### config.mk
export PLATFORM = sky130hd
export DESIGN_NAME = dcache_controller
export DESIGN_NICKNAME = d
export VERILOG_FILES = /design/src/rtl/dcache_controller.sv
export SDC_FILE = /design/constraint.sdc
export NUM_CORES = 1
export LEC_CHECK = 0
export CORE_ASPECT_RATIO = 1.75
export CORE_MARGIN = 2
export CORE_UTILIZATION = 31
export CTS_BUF_LIST = sky130_fd_sc_hd__clkbuf_4 sky130_fd_sc_hd__clkbuf_8
export DETAILED_ROUTE_END_ITERATION = 8
export PLACE_DENSITY = 0.81
export SETUP_SLACK_MARGIN = 0.2
export SYNTH_ARGS = -nofsm -noshare
export SYNTH_HDL_FRONTEND = slang
export SYNTH_SLANG_ARGS = --single-unit
### constraint.sdc
create_clock -name CLK -period 1.5 [get_ports CLK]
set_clock_uncertainty 0.05 [all_clocks]
set_input_delay 0.3 -clock CLK [delete_from_list [all_inputs] [get_ports CLK]]
set_output_delay 0.3 -clock CLK [all_outputs]
set_load 0.005 [all_outputs]
### src/rtl/dcache_controller.sv
// Data cache miss-handling controller.
// Serves hits in zero cycles from IDLE. A miss is handled as an optional victim writeback,
// then a block fill from dmem, then a one-cycle cache refill. The CPU keeps its request
// held and replays it in IDLE once the refill is done.
// Optional feature: define DCACHE_PERF_COUNTERS_EN to build the hit/miss counters.
// Without it, hit_count and miss_count are tied to zero.
module dcache_controller #(
  parameter int unsigned MEM_LATENCY = 1
) (
  input  logic        CLK,
  input  logic        RST,
  input  logic        cpu_re,
  input  logic        cpu_we,
  input  logic        hit,
  input  logic        victim_dirty,
  output logic        stall,
  output logic        cache_we,
  output logic        cache_update,
  output logic        mem_we,
  output logic        mem_addr_sel,
  output logic [31:0] hit_count,
  output logic [31:0] miss_count
);

  localparam logic [1:0] IDLE      = 2'd0;
  localparam logic [1:0] WRITEBACK = 2'd1;
  localparam logic [1:0] FILL      = 2'd2;
  localparam logic [1:0] UPDATE    = 2'd3;

  // The down-counter is loaded with latency-1, so a phase ends on the cycle it reads zero.
  localparam logic [3:0] LAT_LAST = 4'(MEM_LATENCY - 1);

  logic [1:0] state_q, state_d;
  logic [3:0] cnt_q, cnt_d;
  logic       req;
  logic       req_hit;
  logic       req_miss;

  // A store has priority when both cpu_re and cpu_we are high.
  // cache_we follows cpu_we, so this priority needs no extra logic.
  assign req      = cpu_re | cpu_we;
  assign req_hit  = (state_q == IDLE) & req & hit;
  assign req_miss = (state_q == IDLE) & req & ~hit;

  // Next-state logic. victim_dirty is only looked at when a miss leaves IDLE.
  always_comb begin
    state_d = state_q;
    cnt_d   = cnt_q;
    case (state_q)
      IDLE: begin
        if (req_miss) begin
          state_d = victim_dirty ? WRITEBACK : FILL;
          cnt_d   = LAT_LAST;
        end
      end
      WRITEBACK: begin
        if (cnt_q == 4'd0) begin
          state_d = FILL;
          cnt_d   = LAT_LAST;
        end else begin
          cnt_d = cnt_q - 4'd1;
        end
      end
      FILL: begin
        if (cnt_q == 4'd0) begin
          state_d = UPDATE;
        end else begin
          cnt_d = cnt_q - 4'd1;
        end
      end
      UPDATE: begin
        state_d = IDLE;
      end
      default: begin
        state_d = IDLE;
      end
    endcase
  end

  // State and latency-counter registers with synchronous reset.
  always_ff @(posedge CLK) begin
    if (RST) begin
      state_q <= IDLE;
      cnt_q   <= 4'd0;
    end else begin
      state_q <= state_d;
      cnt_q   <= cnt_d;
    end
  end

  // Output decode. Every output is forced low while reset is asserted.
  always_comb begin
    stall        = 1'b0;
    cache_we     = 1'b0;
    cache_update = 1'b0;
    mem_we       = 1'b0;
    mem_addr_sel = 1'b0;
    if (!RST) begin
      case (state_q)
        IDLE: begin
          stall    = req_miss;
          cache_we = req_hit & cpu_we;
        end
        WRITEBACK: begin
          stall        = 1'b1;
          mem_we       = 1'b1;
          mem_addr_sel = 1'b1;
        end
        FILL: begin
          stall = 1'b1;
        end
        UPDATE: begin
          stall        = 1'b1;
          cache_update = 1'b1;
        end
        default: begin
          stall = 1'b0;
        end
      endcase
    end
  end

`ifdef DCACHE_PERF_COUNTERS_EN
  logic [31:0] hit_cnt_q;
  logic [31:0] miss_cnt_q;

  // Performance counters. Both wrap naturally at 2^32.
  always_ff @(posedge CLK) begin
    if (RST) begin
      hit_cnt_q  <= 32'd0;
      miss_cnt_q <= 32'd0;
    end else begin
      if (req_hit) begin
        hit_cnt_q <= hit_cnt_q + 32'd1;
      end
      if (req_miss) begin
        miss_cnt_q <= miss_cnt_q + 32'd1;
      end
    end
  end

  assign hit_count  = hit_cnt_q;
  assign miss_count = miss_cnt_q;
`else
  assign hit_count  = 32'd0;
  assign miss_count = 32'd0;
`endif

endmodule

After elaboration in Yosys (flattened, before gate mapping)
Cells that the tools add are included.
{ "word_totals": {"register_bits": 6, "elab_cells": 39} }
{ "op_classes": {"n_addsub": 1, "n_eq_ne": 7, "mux": 17, "bitwise_logic": 6, "n_reduce_logical": 6} }
{ "ops": {"columns": ["cell", "n"], "rows": [
  ["2-to-1 mux 4 bit", 3],
  ["case mux 4 bit (3 select lines)", 1],
  ["2-to-1 mux 2 bit", 4],
  ["!= test 2 bit, second input constant", 4],
  ["case mux 2 bit (4 select lines)", 1],
  ["2-to-1 mux 1 bit", 7],
  ["AND reduction 3 bit", 2],
  ["AND 1 bit", 4],
  ["== test 2 bit, second input constant", 2],
  ["logical NOT 4 bit", 1],
  ["subtractor 4 x 1 -> 4 bit, second input constant", 1],
  ["nonzero test 3 bit", 1],
  ["OR reduction 3 bit", 1],
  ["== test 2 x 1 -> 1 bit, second input constant", 1],
  ["logical NOT 2 bit", 1],
  ["case mux 1 bit (2 select lines)", 1],
  ["inverter 1 bit", 1],
  ["bitwise OR 1 bit", 1]
]} }

Logic depth before layout (Yosys ltp)
Gate-level depths: netlist of the first run.
{ "depth": {"depth_word": 6, "mapped_depth": 6, "ltp_nobuf": 6} }

Worst setup path after synthesis of the first run
No wires, ideal clock.
{ "synth_path": {"kind": "reg-to-reg", "from": "register state_q[0]", "to": "register cnt_q[3]", "slack_ns": 0.021, "setup_time_ns": 0.133, "path_stages_with_launch": 7, "arrival_ns": 1.296, "n_path_buf": 0, "required_time_ns": 1.317, "path_cell_list": "dfxtp_1 > inv_1 > ha_1 > nor4b_2 > nor2_1 > nand4b_1 > a21oi_1"} }
{ "synth_between": {"elab_chain_cells": 5, "elab_cells_between_ends": 10, "cone_classes": "eq/ne: 4; mux: 1; bitwise: 2; reduce/logical: 3"} }
{ "synth_lines": {"columns": ["element", "line_no", "text"], "rows": [
  ["from (decl)", "33", "logic [1:0] state_q, state_d;"],
  ["from (signal assigned)", "86", "state_q <= state_d;"],
  ["logical NOT 2 bit", "43, 49", null],
  ["AND 1 bit (2 in a row)", "43", "assign req_miss = (state_q == IDLE) & req & ~hit;"],
  ["!= test 2 bit (no line)", null, null],
  ["AND reduction 3 bit (no line)", null, null],
  ["to (signal assigned)", "87", "cnt_q <= cnt_d;"],
  ["to (decl)", "34", "logic [3:0] cnt_q, cnt_d;"]
]} }
Several ways; a longest one is shown, not always the timed one.
A chain may end at the register's enable or synchronous reset.

Final worst setup path of the first run
{ "layout_path": {"from": "register state_q[0]", "to": "register cnt_q[2]"} }
Same word-level chain as after synthesis.

==> summary.txt, run 1 <==
Run status
  • Status: finished clean

Synth
  • Adder-cell share of the synthesized area: 10.1%
  • Post-Synth XOR/XNOR Area: 0%
  • Post-Synth Simple-Gate Area: around 12%
  • Synth Instances: 120
  • Most frequent cell after synthesis: buf_4
  • Synth cell types: 24
  • Syn Area/Cell: 8.24 um^2
  • Post-synthesis compound-gate area fraction: between 10% and 20%
  • Mux contribution to synthesized area: under 10%
  • Largest family of logic cells by synthesized area: buffers and inverters
  • Synth Register Bits: 6
  • Asr flop ratio synth: 0%
  • Seq/Total Area, Yosys: 12.2%
  • Synth area leader: buf_4
  • Commonest cells post-synth: 65 x buf_4, 8 x ha_1, 6 x a21oi_1, 6 x dfxtp_1, 5 x nor2_1
  • Synth warnings: 0
  • Synth area leaders: buf_4 49%, dfxtp_1 12%, ha_1 10%
  • Main synth FF type: dfxtp_1
  • Mapped Area: 988 um^2
  • Post-synth EDFFs: 0
  • Post-synth top area share: 49.4%

Floorplanning
  • Row Count: 27
  • CORE AREA: 3110 um^2
  • Ports: 75
  • Die W: roughly 47 um
  • Die height: just under 80 um
  • Initial Util: a little under a third
  • Die Area: around 3700 um^2

Worst setup path
  • CP endpoint kind: flop
  • Startpoint Class: flop
  • Crit path kind: flop to flop
  • Crit-path max FO: 6
  • CP Data Required Time: 1.56 ns
  • Arrival time at the worst endpoint: 1.54 ns

Global route
  • First-pass GRT wire length: 2240 um
  • Largest net degree at the start of global routing: 7
  • Gr usage total: 8.18%
  • Number of global-route vias before repair: 582
  • Overflow after GRT: 0
  • Initial antenna violation count: 0

Layout
  • Nets: 162
  • Post-Layout Cell Count: 190
  • Fraction of layout cells with a size suffix above 1: 32.7%
  • Post-synthesis to final-layout area growth: 17.0%
  • Layout Utilization: a little under two fifths
  • Ant diodes: 0

Clocking
  • CTS tree: done
  • CTS clk-pin slew, worst paths: 0.04 ns
  • CTS max path bufs: 2
  • CTS Buf Count: 3
  • Hold buffer count at cts: 0
  • Clk sinks: 6
  • CTS HTree Levels: 1
  • Clock latency on the worst-skew pair: about 0.22 ns
  • Root Buffer: clkbuf_8

Power and ir drop
  • Maximum vdd drop: 0.000724 V
  • Total Power: 1.65 mW
  • Static leakage: 0.585 nW
  • Power density over cell area: 1430 nW/um^2

Route
  • Residual DRC count: 0
  • Vias per inst: 3.52
  • DR iter-0 viols: 15
  • Pre-antenna DRT Iters: 3
  • WL final: 1490 um
  • Wire length per cell: 7.85 um
  • Detail Route Antenna Nets: 0
  • DR vias: 669

Timing
  • Fmax: 0.675 GHz
  • Final critical-path required period: 1.48 ns
  • Final Hold Violating Endpoints: 0
  • Count of final setup violators: 0
  • Final slew viol count: 0
  • Unrepaired setup endpoints after global routing: true
  • Post-route clock period utilization: 98.8%
  • Total negative slack: 0 ns

Job
  • Max cap viols: 0

Placed design
  • Hpwl dp: 1270 um
  • Port bufs: 10
  • GPL Wtd Cong: 0.757
  • Placed instance count: 180

Worst hold path
  • Hold Path Class: flop to flop
critical path: stages, from the launching register on:
cell     delay [ns]
dfxtp_4        0.38
inv_4          0.05
buf_6          0.11
ha_4           0.19
a221o_1        0.36
o21ai_1        0.15
a21oi_1        0.07
report_power, final:
part           switching, mW  total [mW]  internal, mW
Sequential            0.0568       0.269         0.212
Combinational          0.518        1.12         0.598
Clock                 0.0688       0.269         0.201
Total                  0.643        1.65          1.01
area by class of cell:
class | count | area, um^2
tap | 43 | 53.8
inverter | 4 | 22.5
timing repair buffer | 26 | 201
fill | 345 | 1950
clock buffer | 4 | 48.8
sequential | 6 | 130
multi-input combinational | 107 | 699
path summary, 6_finish.rpt:
path,startpoint,to,slack [ns],cells past startpoint
setup / recovery,state_q[0],cnt_q[2],0.02,6
hold / removal,cnt_q[3],cnt_q[3],0.52,2
setup reg to reg,state_q[0],cnt_q[2],0.02,6
hold reg to reg,cnt_q[3],cnt_q[3],0.52,2
logic make-up (layout without fill, tap and decap cells):
| group | count (synthesis) | count (layout) |
|---|---|---|
| muxes | 2 | 2 |
| AOI/OAI and AO/OA | 14 | 14 |
| other | 1 | 64 |
| and+or+nand+nor | 19 | 19 |
| buffers and inverters | 70 | 34 |
| DFF | 6 | 6 |
| adders and majority gates | 8 | 8 |
layer usage:
layer	up-vias	track usage, %	wire, um
li1	318	-	-
met1	295	5.53	406
met2	54	17.5	881
met3	2	1.36	178
met4	0	4.44	26
met5	-	0	0
per-stage QoR:
stage / hold WS (ns) / cell area, um^2 / worst slack [ns]
2_1_floorplan: 0.395 / 1280 / 0.112
3_3_place_gp: 0.401 / 1020 / -0.474
3_5_place_dp: 0.409 / 1020 / -0.487
4_1_cts: 0.417 / 1130 / 0.00715
5_1_grt: 0.564 / 1160 / -0.0748
6_report: 0.521 / 1160 / 0.0185
state kept, by name (all words and copies together), names as in the netlist:
signal / count
state_q: 2
cnt_q: 4
layout by cell type (no fill, tap or decap), types with 2 or more instances in the layout:
cell type	Yosys	final
buf_2	0	5
dfxtp_1	6	2
buf_4	65	13
inv_2	0	2
dlygate4sd2_1	0	4
nand4b_1	2	2
nor3_1	3	3
o21ai_1	3	2
buf_6	0	3
dfxtp_2	0	2
mux2i_1	2	2
a21oi_1	6	5
clkbuf_8	0	3
nor2_1	5	3
dfxtp_4	0	2
nand2_1	2	2
conb_1	1	64
ha_1	8	4
ha_4	0	4
repair_timing:
item / 4_1_cts / 5_1_grt
gates cloned: 0 / 0
resized for setup: 38 / 2
endpoints found under the setup margin: 11 / 11
pin swaps: 18 / 8
setup buffers: 4 / 2
(Power assumes the default switching activity.)
==> run 2, diff against run 1 <==
--- a/config.mk
+++ b/config.mk
@@ -5,6 +5,7 @@
 export SDC_FILE = /design/constraint.sdc
 export NUM_CORES = 1
 export LEC_CHECK = 0
+export CAP_MARGIN = 10
 export CORE_ASPECT_RATIO = 1.75
 export CORE_MARGIN = 2
 export CORE_UTILIZATION = 31
@@ -12,6 +13,7 @@
 export DETAILED_ROUTE_END_ITERATION = 8
 export PLACE_DENSITY = 0.81
 export SETUP_SLACK_MARGIN = 0.2
+export SKIP_CTS_REPAIR_TIMING = 1
 export SYNTH_ARGS = -nofsm -noshare
 export SYNTH_HDL_FRONTEND = slang
 export SYNTH_SLANG_ARGS = --single-unit
==> run 2 against run 1 <==
Effect of this change:
- worst setup slack got worse by 0.00066 ns
- critical path depth unchanged
- combinational power decreased by 8%
- sequential power decreased by 2%
- first-iteration DRC count increased by 6.7%
- wire length decreased by 0.94%
- die area unchanged
- hold slack got worse by 0.099 ns
- non-clock buffer count decreased by 5
- clock power about the same
- clock-buffer cell count unchanged
- largest power group unchanged
- highest routed layer unchanged
==> summary.txt, run 2 (synthesis results as in run 1) <==
Worst setup path
  • Setup crit start: state_q[0]
  • Crit path kind: flop to flop
  • Max incr delay on CP: 0.39 ns (about the same)
  • CP Data Required Time: 1.56 ns (about the same)
  • CP max-delay cell: a221o_1
  • Crit-path cells: inv_4 > ha_4 > buf_6 > a221o_1 > o21ai_1 > a21oi_1
  • CP endpoint kind: flop
  • Crit-path max FO: 4 (-2)
  • Arrival time at the worst endpoint: 1.54 ns (about the same)
  • Reg2reg start: state_q[0]
  • Startpoint Class: flop

Global route
  • Overflow after GRT: 0 (unchanged)
  • Gr usage total: 7.75% (-0.44 points)
  • Largest net degree at the start of global routing: 7 (unchanged)
  • First-pass GRT wire length: 2120 um (-5.5%)
  • Initial antenna violation count: 0 (unchanged)
  • Number of global-route vias before repair: 561 (-3.6%)

Floorplanning
  • Die height: 78.7 um (unchanged)
  • Row Count: 27 (unchanged)
  • CORE AREA: 3110 um^2 (unchanged)
  • Initial Util: 31.8% (unchanged)
  • Ports: 75 (unchanged)
  • Die Area: 3670 um^2 (unchanged)
  • Die W: 46.7 um (unchanged)

Clocking
  • CTS max path bufs: 2 (unchanged)
  • Clock latency on the worst-skew pair: 0.22 ns (about the same)
  • Root Buffer: clkbuf_8
  • CTS HTree Levels: 1 (unchanged)
  • CTS tree: done
  • Clk sinks: 6 (unchanged)
  • CTS clk-pin slew, worst paths: 0.04 ns (about the same)
  • CTS Buf Count: 3 (unchanged)

Timing
  • Count of final setup violators: 0 (unchanged)
  • Post-route clock period utilization: 98.8% (about the same)
  • Final Hold Violating Endpoints: 0 (unchanged)
  • Final slew viol count: 0 (unchanged)
  • Unrepaired setup endpoints after global routing: true
  • Fmax: 0.675 GHz (about the same)
  • Final critical-path required period: 1.48 ns (+0.000656 ns)

Route
  • Detail Route Antenna Nets: 0 (unchanged)
  • DR iter-0 viols: 16 (+1)
  • Pre-antenna DRT Iters: 2 (-1)
  • DR vias: 653 (-2.4%)
  • WL final: 1480 um (-0.94%)
  • Wire length per cell: 7.98 um (+1.7%)
  • Residual DRC count: 0 (unchanged)
  • Vias per inst: 3.53 (+0.25%)

Power and ir drop
  • Total Power: 1.57 mW (-5.3%)
  • Power density over cell area: 1390 nW/um^2 (-2.5%)
  • Maximum vdd drop: 0.000630 V (-13%)
  • Static leakage: 0.584 nW (-0.18%)

Placed design
  • Area of placed instances: 1020 um^2 (unchanged)
  • Hpwl dp: 1270 um (unchanged)
  • GPL Wtd Cong: 0.757 (unchanged)
  • Port bufs: 10 (unchanged)

Layout
  • Fraction of layout cells with a size suffix above 1: 32.4% (-0.26 points)
  • Post-synthesis to final-layout area growth: 13.5%
  • Largest registers: cnt_q x4, state_q x2
  • Most common cell after layout, fill and taps aside: conb_1
  • Most frequent cells in the layout: 64 x conb_1, 9 x buf_4, 5 x a21oi_1
  • Final Cell Area: 1120 um^2 (-2.9%)
  • Nets: 157 (-3.1%)
  • Ant diodes: 0 (unchanged)
  • Top reg by flops: cnt_q
  • Max reg flops: 4 (unchanged)

Worst hold path
  • Hold Path Class: flop to flop
  • Hold_sp: cnt_q[1]

Job
  • Max cap viols: 0 (unchanged)

Run status
  • Status: finished clean
[run 2: cell types whose count changed in the layout (fill, tap and decap cells not counted), sizes merged]
| cell | delta |
|---|---|
| buf | -8 |
| clkbuf | +3 |
| dlygate4sd2 | -4 |
| dlymetal6s2s | +4 |
[run 2: worst paths after layout]
check	slack (ns)	to	cells past startpoint
worst max register to register	0.02	cnt_q[2]	6
worst max-delay path	0.02	cnt_q[2]	6
worst min-delay path	0.42	cnt_q[1]	2
worst min register to register	0.42	cnt_q[1]	2
[run 2: power breakdown]
group / total, mW / internal (mW) / switching, mW
clock network: 0.270 / 0.201 / 0.0689
logic: 1.03 / 0.537 / 0.495
registers: 0.264 / 0.212 / 0.0523
[run 2: metrics by stage]
step	setup TNS [ns]	worst slack, ns	instances	hold WS, ns	util [%]
finish	0	0.0178	185	0.421	36.1
global route	-0.208	-0.0669	185	0.456	36.1
CTS	-2.82	-0.485	184	0.413	34.3
detailed placement	-4.06	-0.487	180	0.409	32.8
global placement	-3.77	-0.474	180	0.401	32.8
floorplan	0	0.112	183	0.395	-
[run 2: area by class of cell]
| cell class | count | area [um^2] |
|---|---|---|
| fillers | 350 | 1990 |
| multi-input cells | 107 | 694 |
| repair buffers | 21 | 175 |
| flip-flops and latches | 6 | 130 |
| well taps | 43 | 53.8 |
| clock buffers | 4 | 48.8 |
| inverters | 4 | 20.0 |
[run 2: per-layer routing]
metal  up-vias  global-route usage (%)  share of wire [%]
li1        307                       -                  -
met3         2                    1.36                 12
met5         -                       0                  0
met1       290                    5.12                 27
met2        54                    16.5                 59
met4         0                    4.44                1.6
[run 2: critical path: cells and delay by family (launching register included)]
kind	cells	cell delay [ns]
AO/OA/AOI/OAI	3	0.61
flip-flops	1	0.37
buffers and inverters	2	0.17
adder cells (fa/ha/maj)	1	0.16
==> run 3, diff against run 2 <==
--- a/config.mk
+++ b/config.mk
@@ -5,13 +5,14 @@
 export SDC_FILE = /design/constraint.sdc
 export NUM_CORES = 1
 export LEC_CHECK = 0
+export ABC_AREA = 1
 export CAP_MARGIN = 10
 export CORE_ASPECT_RATIO = 1.75
 export CORE_MARGIN = 2
-export CORE_UTILIZATION = 31
+export CORE_UTILIZATION = 32
 export CTS_BUF_LIST = sky130_fd_sc_hd__clkbuf_4 sky130_fd_sc_hd__clkbuf_8
 export DETAILED_ROUTE_END_ITERATION = 8
-export PLACE_DENSITY = 0.81
+export PLACE_DENSITY = 0.82
 export SETUP_SLACK_MARGIN = 0.2
 export SKIP_CTS_REPAIR_TIMING = 1
 export SYNTH_ARGS = -nofsm -noshare
==> run 3 against run 2 <==
Effect of this change:
- final cell count up 16%
- die area about the same
- clock power is 13% lower
- combinational power increased by 9%
- sequential share of layout area fell by 1.0 points
- design area rose by 5.7%
- fmax is 2.3% higher
==> summary.txt, run 3 <==
Power and ir drop
  • Maximum vdd drop: 0.000447 V (-29%)
  • Sequential Power Share: 16.9% (about the same)
  • Comb pwr share: 68.6% (+2.7 points)
  • Static leakage: 0.673 nW (+15%)
  • P_int: 0.851 mW (-10%)
  • Clock share of power: 14.5% (-2.7 points)
  • Total Power: 1.63 mW (+3.9%)
  • Power density over cell area: 1370 nW/um^2 (-1.7%)
  • Sw Share: 47.7% (+8.4 points)
  • P_sw: 0.776 mW (+26%)

Synth
  • Synth cell types: 15 (-38%)
  • Synth Instances: 153 (+28%)
  • Mapped Area: 1020 um^2 (+3.2%)
  • Post-synth EDFFs: 0 (unchanged)
  • Commonest cells post-synth: 65 x buf_4, 23 x nand2_1, 17 x nor2_1
  • Synth Register Bits: 6 (unchanged)
  • Asr flop ratio synth: 0% (unchanged)
  • Post-synth top area share: 47.9% (-1.5 points)
  • Syn Area/Cell: 6.66 um^2 (-19%)
  • Synth area leaders: buf_4 48%, dfxtp_1 12%, ha_1 9.8%
  • Synth warnings: 0 (unchanged)
  • Synth area leader: buf_4
  • Seq/Total Area, Yosys: 11.8% (-0.37 points)
  • Main synth FF type: dfxtp_1
  • Most frequent cell after synthesis: buf_4

Route
  • Wire length per cell: 8.47 um (+6.1%)
  • DR vias: 776 (+19%)
  • WL final: 1810 um (+23%)
  • Detail Route Antenna Nets: 0 (unchanged)
  • Vias per inst: 3.63 (+2.7%)
  • DR iter-0 viols: 9 (-7)
  • Residual DRC count: 0 (unchanged)
  • Pre-antenna DRT Iters: 4 (+2)

Timing
  • Post-route clock period utilization: 96.6% (-2.2 points)
  • Fmax: 0.690 GHz (+2.3%)
  • Hold WS: 0.435 ns (+0.0138 ns)
  • Final Hold Violating Endpoints: 0 (unchanged)
  • Final slew viol count: 0 (unchanged)
  • Unrepaired setup endpoints after global routing: true
  • Count of final setup violators: 0 (unchanged)
  • PnR worst setup slack: 0.0504 ns (+0.0326 ns)
  • Final critical-path required period: 1.45 ns (-0.0326 ns)

Layout
  • Nets: 187 (+19%)
  • Post-synthesis to final-layout area growth: 16.3%
  • Largest registers: cnt_q x4, state_q x2
  • Fraction of layout cells with a size suffix above 1: 26.9% (-5.5 points)
  • Top reg by flops: cnt_q
  • Most frequent cells in the layout: 64 x conb_1, 18 x nand2_1, 13 x nor2_1
  • Max reg flops: 4 (unchanged)
  • Ant diodes: 0 (unchanged)
  • Most common cell after layout, fill and taps aside: conb_1

Global route
  • Gr usage total: 7.90% (+0.15 points)
  • Global Route met2 Usage: 16.4% (-0.14 points)
  • Met3 Use GR: 2.99% (+1.6 points)
  • Initial antenna violation count: 0 (unchanged)
  • Layer with the highest usage: met2
  • Overflow after GRT: 0 (unchanged)
  • Largest net degree at the start of global routing: 6 (-1)
  • First-pass GRT wire length: 2100 um (-0.99%)
  • Met1 Use GR: 4.99% (-0.13 points)
  • Number of global-route vias before repair: 583 (+3.9%)

Placed design
  • Hpwl dp: 1310 um (+3.7%)
  • Port bufs: 10 (unchanged)
  • Setup Slack @ Placement: -0.423 ns (+0.0635 ns)
  • GPL Wtd Cong: 0.824 (+8.9%)

Worst hold path
  • Hold Path Class: flop to flop

Worst setup path
  • Crit path kind: flop to output port
  • CP max-delay cell: dfxtp_4
  • CP endpoint kind: output port
  • Crit-path max FO: 3 (-1)
  • Max incr delay on CP: 0.37 ns (-0.02 ns)
  • Arrival time at the worst endpoint: 1.10 ns (-0.44 ns)
  • Delay-heaviest family, CP: flip-flops
  • CP Buf/Inv Count: 3 (+1)
  • Startpoint Class: flop
  • CP Data Required Time: 1.15 ns (-0.41 ns)
  • Crit-path cells: inv_4 > ha_4 > inv_1 > nor2_2 > nor2_1 > buf_2

Floorplanning
  • Initial Util: 32.8% (+1.0 points)
  • Die W: 46.7 um (about the same)
  • Ports: 75 (unchanged)
  • Row Count: 27 (unchanged)
  • CORE AREA: 3110 um^2 (unchanged)
  • Die height: 78.7 um (about the same)
  • Die Area: 3670 um^2 (about the same)

Clocking
  • CTS HTree Levels: 1 (unchanged)
  • CTS Buf Count: 3 (unchanged)
  • CTS max path bufs: 2 (unchanged)
  • CTS clk-pin slew, worst paths: 0.04 ns (about the same)
  • Root Buffer: clkbuf_8
  • Clk sinks: 6 (unchanged)
  • CTS tree: done
  • Clock latency on the worst-skew pair: 0.22 ns (about the same)

Run status
  • Status: finished clean

Job
  • Max cap viols: 0 (unchanged)
[run 3: area by class of cell]
| class | instances | area [um^2] |
|---|---|---|
| Inverter | 15 | 63.8 |
| Sequential cell | 6 | 125 |
| Clock buffer | 3 | 41.3 |
| Fill cell | 340 | 1920 |
| Timing Repair Buffer | 17 | 145 |
| Multi-Input combinational cell | 130 | 757 |
| Tap cell | 43 | 53.8 |
[run 3: worst paths after layout]
| path | depth (start not counted) | from | end | slack (ns) |
|---|---|---|---|---|
| max | 6 | state_q[0] | stall | 0.05 |
| min | 2 | cnt_q[0] | cnt_q[0] | 0.43 |
| min reg2reg | 2 | cnt_q[0] | cnt_q[0] | 0.43 |
| max reg2reg | 9 | state_q[0] | cnt_q[3] | 0.15 |
[run 3: through the flow]
stage | TNS (ns) | instances | utilization [%] | area (um^2)
after floorplan | 0 | 216 | - | 1260
after global placement | -1.94 | 211 | 31.4 | 976
after detailed placement | -2.12 | 211 | 31.4 | 976
after CTS | -1.87 | 214 | 32.7 | 1020
after global routing | -0.00332 | 214 | 38.2 | 1190
final | 0 | 214 | 38.2 | 1190
[run 3: power groups by stage]
| stage | Sequential (mW) | Clock, mW | Combinational (mW) |
|---|---|---|---|
| 3_3_place_gp | 0.256 | 0 | 0.720 |
| 2_1_floorplan | 0.256 | 0 | 0.640 |
| 3_5_place_dp | 0.259 | 0 | 0.742 |
| 6_report | 0.275 | 0.236 | 1.12 |
| 4_1_cts | 0.257 | 0.246 | 0.746 |
| 5_1_grt | 0.278 | 0.249 | 1.24 |
[run 3: worst min-delay path: cells and delay by family (launching register included)]
family / cells / cell delay [ns]
flip-flops: 1 / 0.32
AND/OR/NAND/NOR: 2 / 0.13
[run 3: per-layer routing]
layer / routed length, um / vias up
li1: - / 371
met1: 481 / 338
met2: 1080 / 63
met3: 221 / 4
met4: 34 / 0
met5: 0 / -
[run 3: kinds of logic (layout without fill, tap and decap cells)]
logic type               Yosys count  after routing  share of synthesized area [%]
flip-flops                         6              6                           11.8
buffers and inverters             80             35                           53.4
other                              1             64                          0.368
adder cells (fa/ha/maj)            8              8                           9.82
AND/OR/NAND/NOR                   52             52                           21.5
AO/OA/AOI/OAI                      6              6                           3.19
